[src/rtl/alu_share_arbiter.sv]
// alu_share_arbiter
//   Shares one combinational ALU between two requesters. A round-robin
//   grant picks a requester in IDLE and latches its aluop and operands. The
//   ALU is driven from those registers for one EXEC cycle, and its result is
//   captured. The result is then returned on the owner's response channel
//   with a valid/ready handshake.
//
// Ports
//   clk, rst_n                    clock, asynchronous active-low reset
//   reqN_valid/ready              operation request handshake (N = 0, 1)
//   reqN_aluop/opr_a/opr_b        operation code and operands
//   rspN_valid/ready/res          result handshake and result value
//   alu_opr_a/opr_b/aluop         registered operands to the shared ALU
//   alu_rs1, alu_pc_out           operand A views (rs1 field, AUIPC PC)
//   alu_opr_res                   combinational result from the shared ALU
//   stat_grant0/1                 saturating accept counters
//                                 (only when ALU_SHARE_STATS_EN is defined)
//
// Optional feature macro: ALU_SHARE_STATS_EN
module alu_share_arbiter #(
  parameter int XLEN = 32,
  parameter int OPW  = 4
) (
  input  logic            clk,
  input  logic            rst_n,
  input  logic            req0_valid,
  output logic            req0_ready,
  input  logic [OPW-1:0]  req0_aluop,
  input  logic [XLEN-1:0] req0_opr_a,
  input  logic [XLEN-1:0] req0_opr_b,
  output logic            rsp0_valid,
  input  logic            rsp0_ready,
  output logic [XLEN-1:0] rsp0_res,
  input  logic            req1_valid,
  output logic            req1_ready,
  input  logic [OPW-1:0]  req1_aluop,
  input  logic [XLEN-1:0] req1_opr_a,
  input  logic [XLEN-1:0] req1_opr_b,
  output logic            rsp1_valid,
  input  logic            rsp1_ready,
  output logic [XLEN-1:0] rsp1_res,
  output logic [XLEN-1:0] alu_opr_a,
  output logic [XLEN-1:0] alu_opr_b,
  output logic [OPW-1:0]  alu_aluop,
  output logic [4:0]      alu_rs1,
  output logic [XLEN-1:0] alu_pc_out,
`ifdef ALU_SHARE_STATS_EN
  output logic [15:0]     stat_grant0,
  output logic [15:0]     stat_grant1,
`endif
  input  logic [XLEN-1:0] alu_opr_res
);

  typedef enum logic [1:0] {
    ST_IDLE = 2'd0,
    ST_EXEC = 2'd1,
    ST_RESP = 2'd2
  } state_e;

  state_e          state_q, state_d;
  logic            ptr_q, ptr_d;      // 0: prefer req0, 1: prefer req1
  logic            owner_q, owner_d;  // requester that owns the current op
  logic [OPW-1:0]  aluop_q, aluop_d;
  logic [XLEN-1:0] opr_a_q, opr_a_d;
  logic [XLEN-1:0] opr_b_q, opr_b_d;
  logic [XLEN-1:0] res_q, res_d;
  logic            grant0;
  logic            grant1;
  logic            owner_rsp_ready;

  // Round-robin grant, only offered while idle
  always_comb begin
    grant0 = 1'b0;
    grant1 = 1'b0;
    if (state_q == ST_IDLE) begin
      if (req0_valid && req1_valid) begin
        grant0 = ~ptr_q;
        grant1 = ptr_q;
      end else begin
        grant0 = req0_valid;
        grant1 = req1_valid;
      end
    end else begin
      grant0 = 1'b0;
      grant1 = 1'b0;
    end
  end

  assign owner_rsp_ready = owner_q ? rsp1_ready : rsp0_ready;

  // Next-state logic: accept, execute, respond
  always_comb begin
    state_d = state_q;
    ptr_d   = ptr_q;
    owner_d = owner_q;
    aluop_d = aluop_q;
    opr_a_d = opr_a_q;
    opr_b_d = opr_b_q;
    res_d   = res_q;
    case (state_q)
      ST_IDLE: begin
        if (grant0 || grant1) begin
          state_d = ST_EXEC;
          owner_d = grant1;
          aluop_d = grant1 ? req1_aluop : req0_aluop;
          opr_a_d = grant1 ? req1_opr_a : req0_opr_a;
          opr_b_d = grant1 ? req1_opr_b : req0_opr_b;
        end else begin
          state_d = ST_IDLE;
        end
      end
      ST_EXEC: begin
        res_d   = alu_opr_res;
        state_d = ST_RESP;
      end
      ST_RESP: begin
        // Only the owner's ready ends the response; the other side is ignored
        if (owner_rsp_ready) begin
          state_d = ST_IDLE;
          ptr_d   = ~owner_q;
        end else begin
          state_d = ST_RESP;
        end
      end
      default: begin
        state_d = ST_IDLE;
      end
    endcase
  end

  // State, pointer and datapath registers
  always_ff @(posedge clk or negedge rst_n) begin
    if (!rst_n) begin
      state_q <= ST_IDLE;
      ptr_q   <= 1'b0;
      owner_q <= 1'b0;
      aluop_q <= {OPW{1'b0}};
      opr_a_q <= {XLEN{1'b0}};
      opr_b_q <= {XLEN{1'b0}};
      res_q   <= {XLEN{1'b0}};
    end else begin
      state_q <= state_d;
      ptr_q   <= ptr_d;
      owner_q <= owner_d;
      aluop_q <= aluop_d;
      opr_a_q <= opr_a_d;
      opr_b_q <= opr_b_d;
      res_q   <= res_d;
    end
  end

  // Ready is combinational from valid; requesters must not loop it back
  assign req0_ready = grant0;
  assign req1_ready = grant1;

  assign rsp0_valid = (state_q == ST_RESP) && !owner_q;
  assign rsp1_valid = (state_q == ST_RESP) &&  owner_q;
  assign rsp0_res   = res_q;
  assign rsp1_res   = res_q;

  // The ALU sees only registered values; they simply hold outside EXEC
  assign alu_opr_a  = opr_a_q;
  assign alu_opr_b  = opr_b_q;
  assign alu_aluop  = aluop_q;
  assign alu_rs1    = opr_a_q[4:0];
  assign alu_pc_out = opr_a_q;

`ifdef ALU_SHARE_STATS_EN
  logic [15:0] stat_grant0_q, stat_grant0_d;
  logic [15:0] stat_grant1_q, stat_grant1_d;

  // Saturating accept counters
  always_comb begin
    stat_grant0_d = stat_grant0_q;
    stat_grant1_d = stat_grant1_q;
    if (grant0 && (stat_grant0_q != 16'hFFFF)) begin
      stat_grant0_d = stat_grant0_q + 16'd1;
    end else begin
      stat_grant0_d = stat_grant0_q;
    end
    if (grant1 && (stat_grant1_q != 16'hFFFF)) begin
      stat_grant1_d = stat_grant1_q + 16'd1;
    end else begin
      stat_grant1_d = stat_grant1_q;
    end
  end

  // Counter registers
  always_ff @(posedge clk or negedge rst_n) begin
    if (!rst_n) begin
      stat_grant0_q <= 16'd0;
      stat_grant1_q <= 16'd0;
    end else begin
      stat_grant0_q <= stat_grant0_d;
      stat_grant1_q <= stat_grant1_d;
    end
  end

  assign stat_grant0 = stat_grant0_q;
  assign stat_grant1 = stat_grant1_q;
`endif

endmodule

[config.mk]
export PLATFORM = sky130hd
export DESIGN_NAME = alu_share_arbiter
export DESIGN_NICKNAME = d
export VERILOG_FILES = /design/src/rtl/alu_share_arbiter.sv
export SDC_FILE = /design/constraint.sdc
export NUM_CORES = 1
export LEC_CHECK = 0
export ABC_AREA = 1
export ABC_CLOCK_PERIOD_IN_PS = 1300
export CAP_MARGIN = 20
export CELL_PAD_IN_SITES_DETAIL_PLACEMENT = 0
export CELL_PAD_IN_SITES_GLOBAL_PLACEMENT = 1
export CORE_UTILIZATION = 23
export DETAILED_ROUTE_END_ITERATION = 12
export PLACE_DENSITY_LB_ADDON = 0.1
export SYNTH_ARGS = -nofsm -noshare
export SYNTH_HDL_FRONTEND = slang
export SYNTH_SLANG_ARGS = --single-unit
[constraint.sdc]
create_clock -name clk -period 1.3 [get_ports clk]
set_input_delay 0.26 -clock clk [delete_from_list [all_inputs] [get_ports clk]]
set_output_delay 0.26 -clock clk [all_outputs]
set_load 0.03 [all_outputs]
==> reports/results.tsv, run 1 <==
metric	value	unit
Int Power	16.3	mW
switching portion of total power	47.4	%
post-synth top area cell	dfrtp_1	
global-route wire length before repair	35000	um
Util after Layout	45.0	%
total wire length	23500	um
area of the die	0.0261	mm2
FP Rows	58	
routability cong.	0.723	
library cells used by synthesis	16	
max cap viols	0	
clock root buffer	clkbuf_16	
Final Max Slew Viols	0	
Worst Setup Start Kind	flip-flop	
leakage	5.79	nW
Switch Pwr	14.7	mW
Critical Path RT	1.04	ns
Final Critical Period	1.64	ns
die span in x	162	um
PwrDens	2740	mW/mm2
Wirelength per Cell	16.8	um
initial antenna violation count	0	
clk slew on worst S/H paths	0.08	ns
Final period util	126	%
H-tree levels	3	
nets	1236	
placed instance area	0.00953	mm2
GRT met3 Usage	5.11	%
Final Skew	0.00707	ns
RSZ-0062 raised after global routing	yes	
fill count	2514	
die height	162	um
DR vias/cell	4.26	
Max Clk Rate	609	MHz
Crit. End Element	output pin	
Post-Syn Area per Cell	7.80	um2
Worst IR Drop VDD	1.72	mV
final setup fails	105	
initial core utilization	23.4	%
Slew HR	81.0	%
Worst-Margin Slew	0.285	ns
Synth-to-Final Area Change	92.5	%
met1 usage	22.0	%
synthesized area	0.00585	mm2
DPL Wire Length	15500	um
final setup margin	-0.343	ns
TritonCTS buffer count	9	
Net Count, Synth	924	
critical path class	flip-flop to output pin	
clk_lat worst skew	0.36	ns
Final ANT Viol Nets	0	
DRT iter0 DRCs	134	
I/O Buffers	346	
vias in the first global route	5734	
failing checks	setup timing	
final hold vios	0	
met2 Use GR	30.2	%
Finished Cell Area	0.0113	mm2
Worst Path Max Fanout	3	
diodes inserted	0	
Seq/Total Area, Yosys	44.5	%
Core ar.	0.0250	mm2
Synth top area share	44.5	%
Reg2Reg Setup Slack	-0.21	ns
clock share of power	9.5	%
DR vias	5949	
First-pass DRT Iterations	4	
Syn. warnings	0	
R2R Path End	alu_opr_b[13]	
most common cell after layout, fill and taps aside	clkdlybuf4s50_1	
GR peak layer	met2	
number of remaining DRC errors	0	
clk buf depth	2	
Sink Count	104	
top cells by area, synth	dfrtp_1, nand2_1, buf_4	
combinational group share of total power	69.7	%
FF-to-FF Start	state_q[1]	
All-Layer GR Usage	17.7	%
TritonCTS clock tree	built	
setup TNS	-15.82	ns
Register Area	0.00260	mm2
portion of total power attributed to sequential cells	20.8	%
reg2reg path depth	9	
boundary pin count	347	
multi-input gate area in the final layout	0.00291	mm2
arrival time worst endpoint	1.38	ns
largest net degree at the start of global routing	48	
Post-Syn Instances	750	
status	complete, but fails checks	
number of register bits inferred by synthesis	104	
Hold Crit Class	primary input to asynchronous set/reset pin	
share of layout cells above drive strength 1	40.3	%
GR Overflow Total	0	
commonest cells after routing, fill and taps aside	clkdlybuf4s50_1, nand2_1, inv_1	
-- worst max-delay path by stage --
stage	start	end	slack (ns)	cells after the start
6_report	state_q[1]	req0_ready	-0.34	5
5_1_grt	state_q[1]	req0_ready	-0.40	5
4_1_cts	state_q[0]	req0_ready	-0.40	5
3_5_place_dp	req0_valid	alu_opr_a[4]	-0.43	6
3_3_place_gp	req0_valid	alu_opr_a[4]	-0.38	6
2_1_floorplan	state_q[1]	req0_ready	-0.08	5
-- critical path, cell delays in order (launching register included) --
cell	delay [ns]
dfrtp_1	0.41
nor2_4	0.18
buf_6	0.13
nand2_4	0.04
a21oi_4	0.11
buf_6	0.15
-- sequential cells by signal, summed over array words and instances, names as in the netlist --
name / count
alu_aluop: 4
alu_opr_a: 32
alu_opr_b: 32
owner_q: 1
ptr_q: 1
rsp0_res: 32
state_q: 2
-- what timing repair did --
action	in CTS	in global routing
gates cloned	19	0
endpoints found under the hold margin	12	0
pin swaps	63	58
hold buffers	1	0
setup buffers	16	4
resized for setup	269	142
endpoints found under the setup margin	139	117
-- metrics by stage --
stage / hold WS [ns] / instances / worst slack [ns] / power [mW]
final: 0.303 / 1397 / -0.343 / 30.9
after global routing: 0.319 / 1397 / -0.402 / 32.7
after CTS: 0.295 / 1408 / -0.401 / 31.0
after detailed placement: 0.146 / 1356 / -0.427 / 24.7
after global placement: 0.144 / 1356 / -0.377 / 24.6
after floorplan: -0.0356 / 750 / -0.0810 / 17.1
-- Yosys cell counts (all sizes together) --
| cell type | n |
|---|---|
| clkbuf | 18 |
| a21oi | 1 |
| o21ai | 5 |
| nand3 | 69 |
| buf | 97 |
| nor2 | 3 |
| nand4 | 68 |
| nand2 | 211 |
| inv | 142 |
| mux2 | 32 |
| dfrtp | 104 |
-- cells by family after synthesis --
| group | synth area share, % |
|---|---|
| compound gates | 0.577 |
| buf+inv | 21.8 |
| flops | 44.5 |
| mux | 6.16 |
| simple gates | 27.0 |
-- routing by layer --
layer	vias up	wire length, um
met2	236	11500
met4	0	404
li1	2894	-
met5	-	0
met1	2797	9780
met3	22	1840
-- power groups by stage --
| stage | registers [mW] | logic, mW | clock network [mW] |
|---|---|---|---|
| after detailed placement | 6.45 | 18.2 | 0 |
| after CTS | 6.39 | 21.5 | 3.08 |
| after global placement | 6.40 | 18.2 | 0 |
| after global routing | 6.68 | 22.8 | 3.20 |
| final | 6.44 | 21.5 | 2.93 |
| after floorplan | 9.09 | 8.02 | 0 |
-- layout make-up --
| type | count | area share (%) |
|---|---|---|
| Timing Repair Buffer | 416 | 39.9 |
| Multi-Input combinational cell | 389 | 25.8 |
| Sequential cell | 104 | 23.1 |
| Inverter | 142 | 4.78 |
| Tap cell | 330 | 3.66 |
| Clock buffer | 9 | 2.00 |
| Clock inverter | 7 | 0.744 |
Power figures use the tool's default switching activity.
==> inputs of run 2 (changes only) <==
- CORE_AREA: not set -> 2 2 133 135
- CORE_UTILIZATION: 23 -> not set
- DIE_AREA: not set -> 0 0 135 137
- DONT_BUFFER_PORTS: not set -> 1
- SLEW_MARGIN: not set -> 5
==> run 2 against run 1 <==
Compared with the run above:
- the flow finishes with violations (hold timing, setup timing)
- register-to-register slack hardly changed
- cell area is 34% lower
- cell count decreased by 29%
- highest routed layer unchanged
- clock skew decreased by 0.00058 ns
- largest cell class is now registers
- fmax is 0.76% higher
- critical path type unchanged
- via count down 18%
- sequential power grew 31%
- sequential cell count stayed put
- first-iteration DRC count up 49%
- global-route usage up 1.3 points
- combinational power shrank 36%
==> reports/results.tsv, run 2 (synthesis gave the netlist of run 1 again) <==
metric	value	unit	change
status	complete, but fails checks		unchanged
failing checks	hold timing, setup timing		was setup timing
largest net degree at the start of global routing	105		was 48
Largest delay share family, worst path	flip-flops		unchanged
placed instance area	0.00618	mm2	was 0.00953 mm2
Worst IR Drop VDD	1.79	mV	was 1.72 mV
global-route wire length before repair	26900	um	was 35,000 um
leakage	4.09	nW	was 5.79 nW
Sink Count	104		unchanged
die height	137	um	was 162 um
max incr delay on CP	0.42	ns	was 0.41 ns
clk_lat worst skew	0.35	ns	was 0.36 ns
max cap viols	0		unchanged
total wire length	19500	um	was 23,500 um
Inst Count DP	941		was 1,356
commonest cells after routing, fill and taps aside	nand2_1, inv_1, dfrtp_1		was clkdlybuf4s50_1, nand2_1, inv_1
fill count	1701		was 2,514
boundary pin count	347		unchanged
Final period util	125	%	was 126%
Hold Crit Class	primary input to asynchronous set/reset pin		unchanged
clock root buffer	clkbuf_16		unchanged
All-Layer GR Usage	19.1	%	was 17.7%
RSZ-0062 raised after global routing	yes		unchanged
H-tree levels	3		unchanged
vias in the first global route	4753		was 5,734
Final Skew	0.00649	ns	was 0.00707 ns
nets	929		was 1,236
clk buf depth	2		unchanged
share of layout cells above drive strength 1	29.7	%	was 40.3%
GR Overflow Total	0		unchanged
setup TNS	-13.73	ns	was -15.82 ns
Final ANT Viol Nets	0		unchanged
Final Max Slew Viols	0		unchanged
TritonCTS buffer count	9		unchanged
die span in x	135	um	was 162 um
Slew HR	76.4	%	was 81.0%
FP Rows	48		was 58
Critical Path RT	1.04	ns	about the same
diodes inserted	0		unchanged
DR vias	4896		was 5,949
Crit. End Element	output pin		unchanged
CP cell instances	nor2_4 > buf_6 > nand2_4 > a21oi_4		was nor2_4 > buf_6 > nand2_4 > a21oi_4 > buf_6
Tot Pwr	25.0	mW	was 30.9 mW
final hold vios	104		was 0
Reg2Reg Setup Slack	-0.20	ns	was -0.21 ns
DR vias/cell	4.97		was 4.26
DPL Wire Length	11700	um	was 15,500 um
critical path class	flip-flop to output pin		unchanged
Max Clk Rate	613	MHz	was 609 MHz
Crit-path slowest cell	dfrtp_1		unchanged
First-pass DRT Iterations	4		unchanged
routability cong.	0.755		was 0.723
fin cells	985		was 1,397
worst hold margin	-0.406	ns	was 0.303 ns
arrival time worst endpoint	1.37	ns	was 1.38 ns
Core ar.	0.0171	mm2	was 0.0250 mm2
area of the die	0.0185	mm2	was 0.0261 mm2
Finished Cell Area	0.00739	mm2	was 0.0113 mm2
Worst Setup Start Kind	flip-flop		unchanged
Util after Layout	43.4	%	was 45.0%
most common cell after layout, fill and taps aside	nand2_1		was clkdlybuf4s50_1
clk slew on worst S/H paths	0.08	ns	about the same
Wirelength per Cell	19.8	um	was 16.8 um
final setup fails	105		unchanged
Place WS	-0.0690	ns	was -0.427 ns
DRT iter0 DRCs	199		was 134
initial antenna violation count	0		unchanged
Synth-to-Final Area Change	26.4	%	was 92.5%
Final Critical Period	1.63	ns	was 1.64 ns
initial core utilization	34.3	%	was 23.4%
Worst-Margin Slew	0.355	ns	was 0.285 ns
final setup margin	-0.331	ns	was -0.343 ns
Worst Path Max Fanout	4		was 3
TritonCTS clock tree	built		unchanged
PwrDens	3380	mW/mm2	was 2740 mW/mm2
number of remaining DRC errors	0		unchanged
I/O Buffers	0		was 346
Worst Path Buf+Inv	1		was 2
## run 2: cell types whose count changed in the layout (fill, tap and decap cells not counted), moves of 26 or more
cell and change:
nand3_2 -26, nand2_4 -55, buf_12 -33, buf_2 -26
clkdlybuf4s50_1 -170, buf_4 -68, nand2_1 +59, nand3_1 +26
## run 2: area by class of cell
cell class / count / area [um2] / share of cell area [%]
multi-input combinational: 389 / 2350 / 31.8
clock inverter: 7 / 68.8 / 0.931
sequential: 104 / 2630 / 35.5
timing repair buffer: 109 / 1290 / 17.5
clock buffer: 9 / 225 / 3.05
tap: 225 / 282 / 3.81
inverter: 142 / 551 / 7.45
## run 2: per-layer routing
metal / vias to the layer above / wire, um / global-route usage (%)
met1: 2354 / 7890 / 22.6
met2: 239 / 9860 / 33.3
met5: - / 0 / 0
met3: 22 / 1380 / 4.85
met4: 0 / 352 / 7.29
li1: 2281 / - / -
## run 2: worst paths after layout
path                                 startpoint             to  cells after the start
min in group clk                alu_opr_res[13]   rsp0_res[13]                      1
worst min-delay path                      rst_n   alu_aluop[0]                      0
worst max-delay path                 state_q[0]     req0_ready                      4
worst min register to register    alu_opr_a[18]  alu_opr_a[18]                      2
worst max register to register       state_q[0]  alu_opr_b[27]                      9
max in group asynchronous                 rst_n   alu_opr_a[8]                      0
## run 2: worst register-to-register path, delay by kind of cell, from the launching register on
family | cells | cell delay [ns]
buffers and inverters | 5 | 0.72
flip-flops | 1 | 0.41
AND/OR/NAND/NOR | 3 | 0.19
AO/OA/AOI/OAI | 1 | 0.08
## run 2: repair_timing
action	CTS	global route
resized for setup	41	99
cloned	7	9
buffers inserted	9	10
pin swaps	4	11
hold endpoints to repair	104	104
endpoints found under the setup margin	140	112
## run 2: power breakdown
group          switching [mW]  internal [mW]
clock network            1.42           1.37
registers                3.54           4.92
logic                    8.17           5.60
total                    13.1           11.9
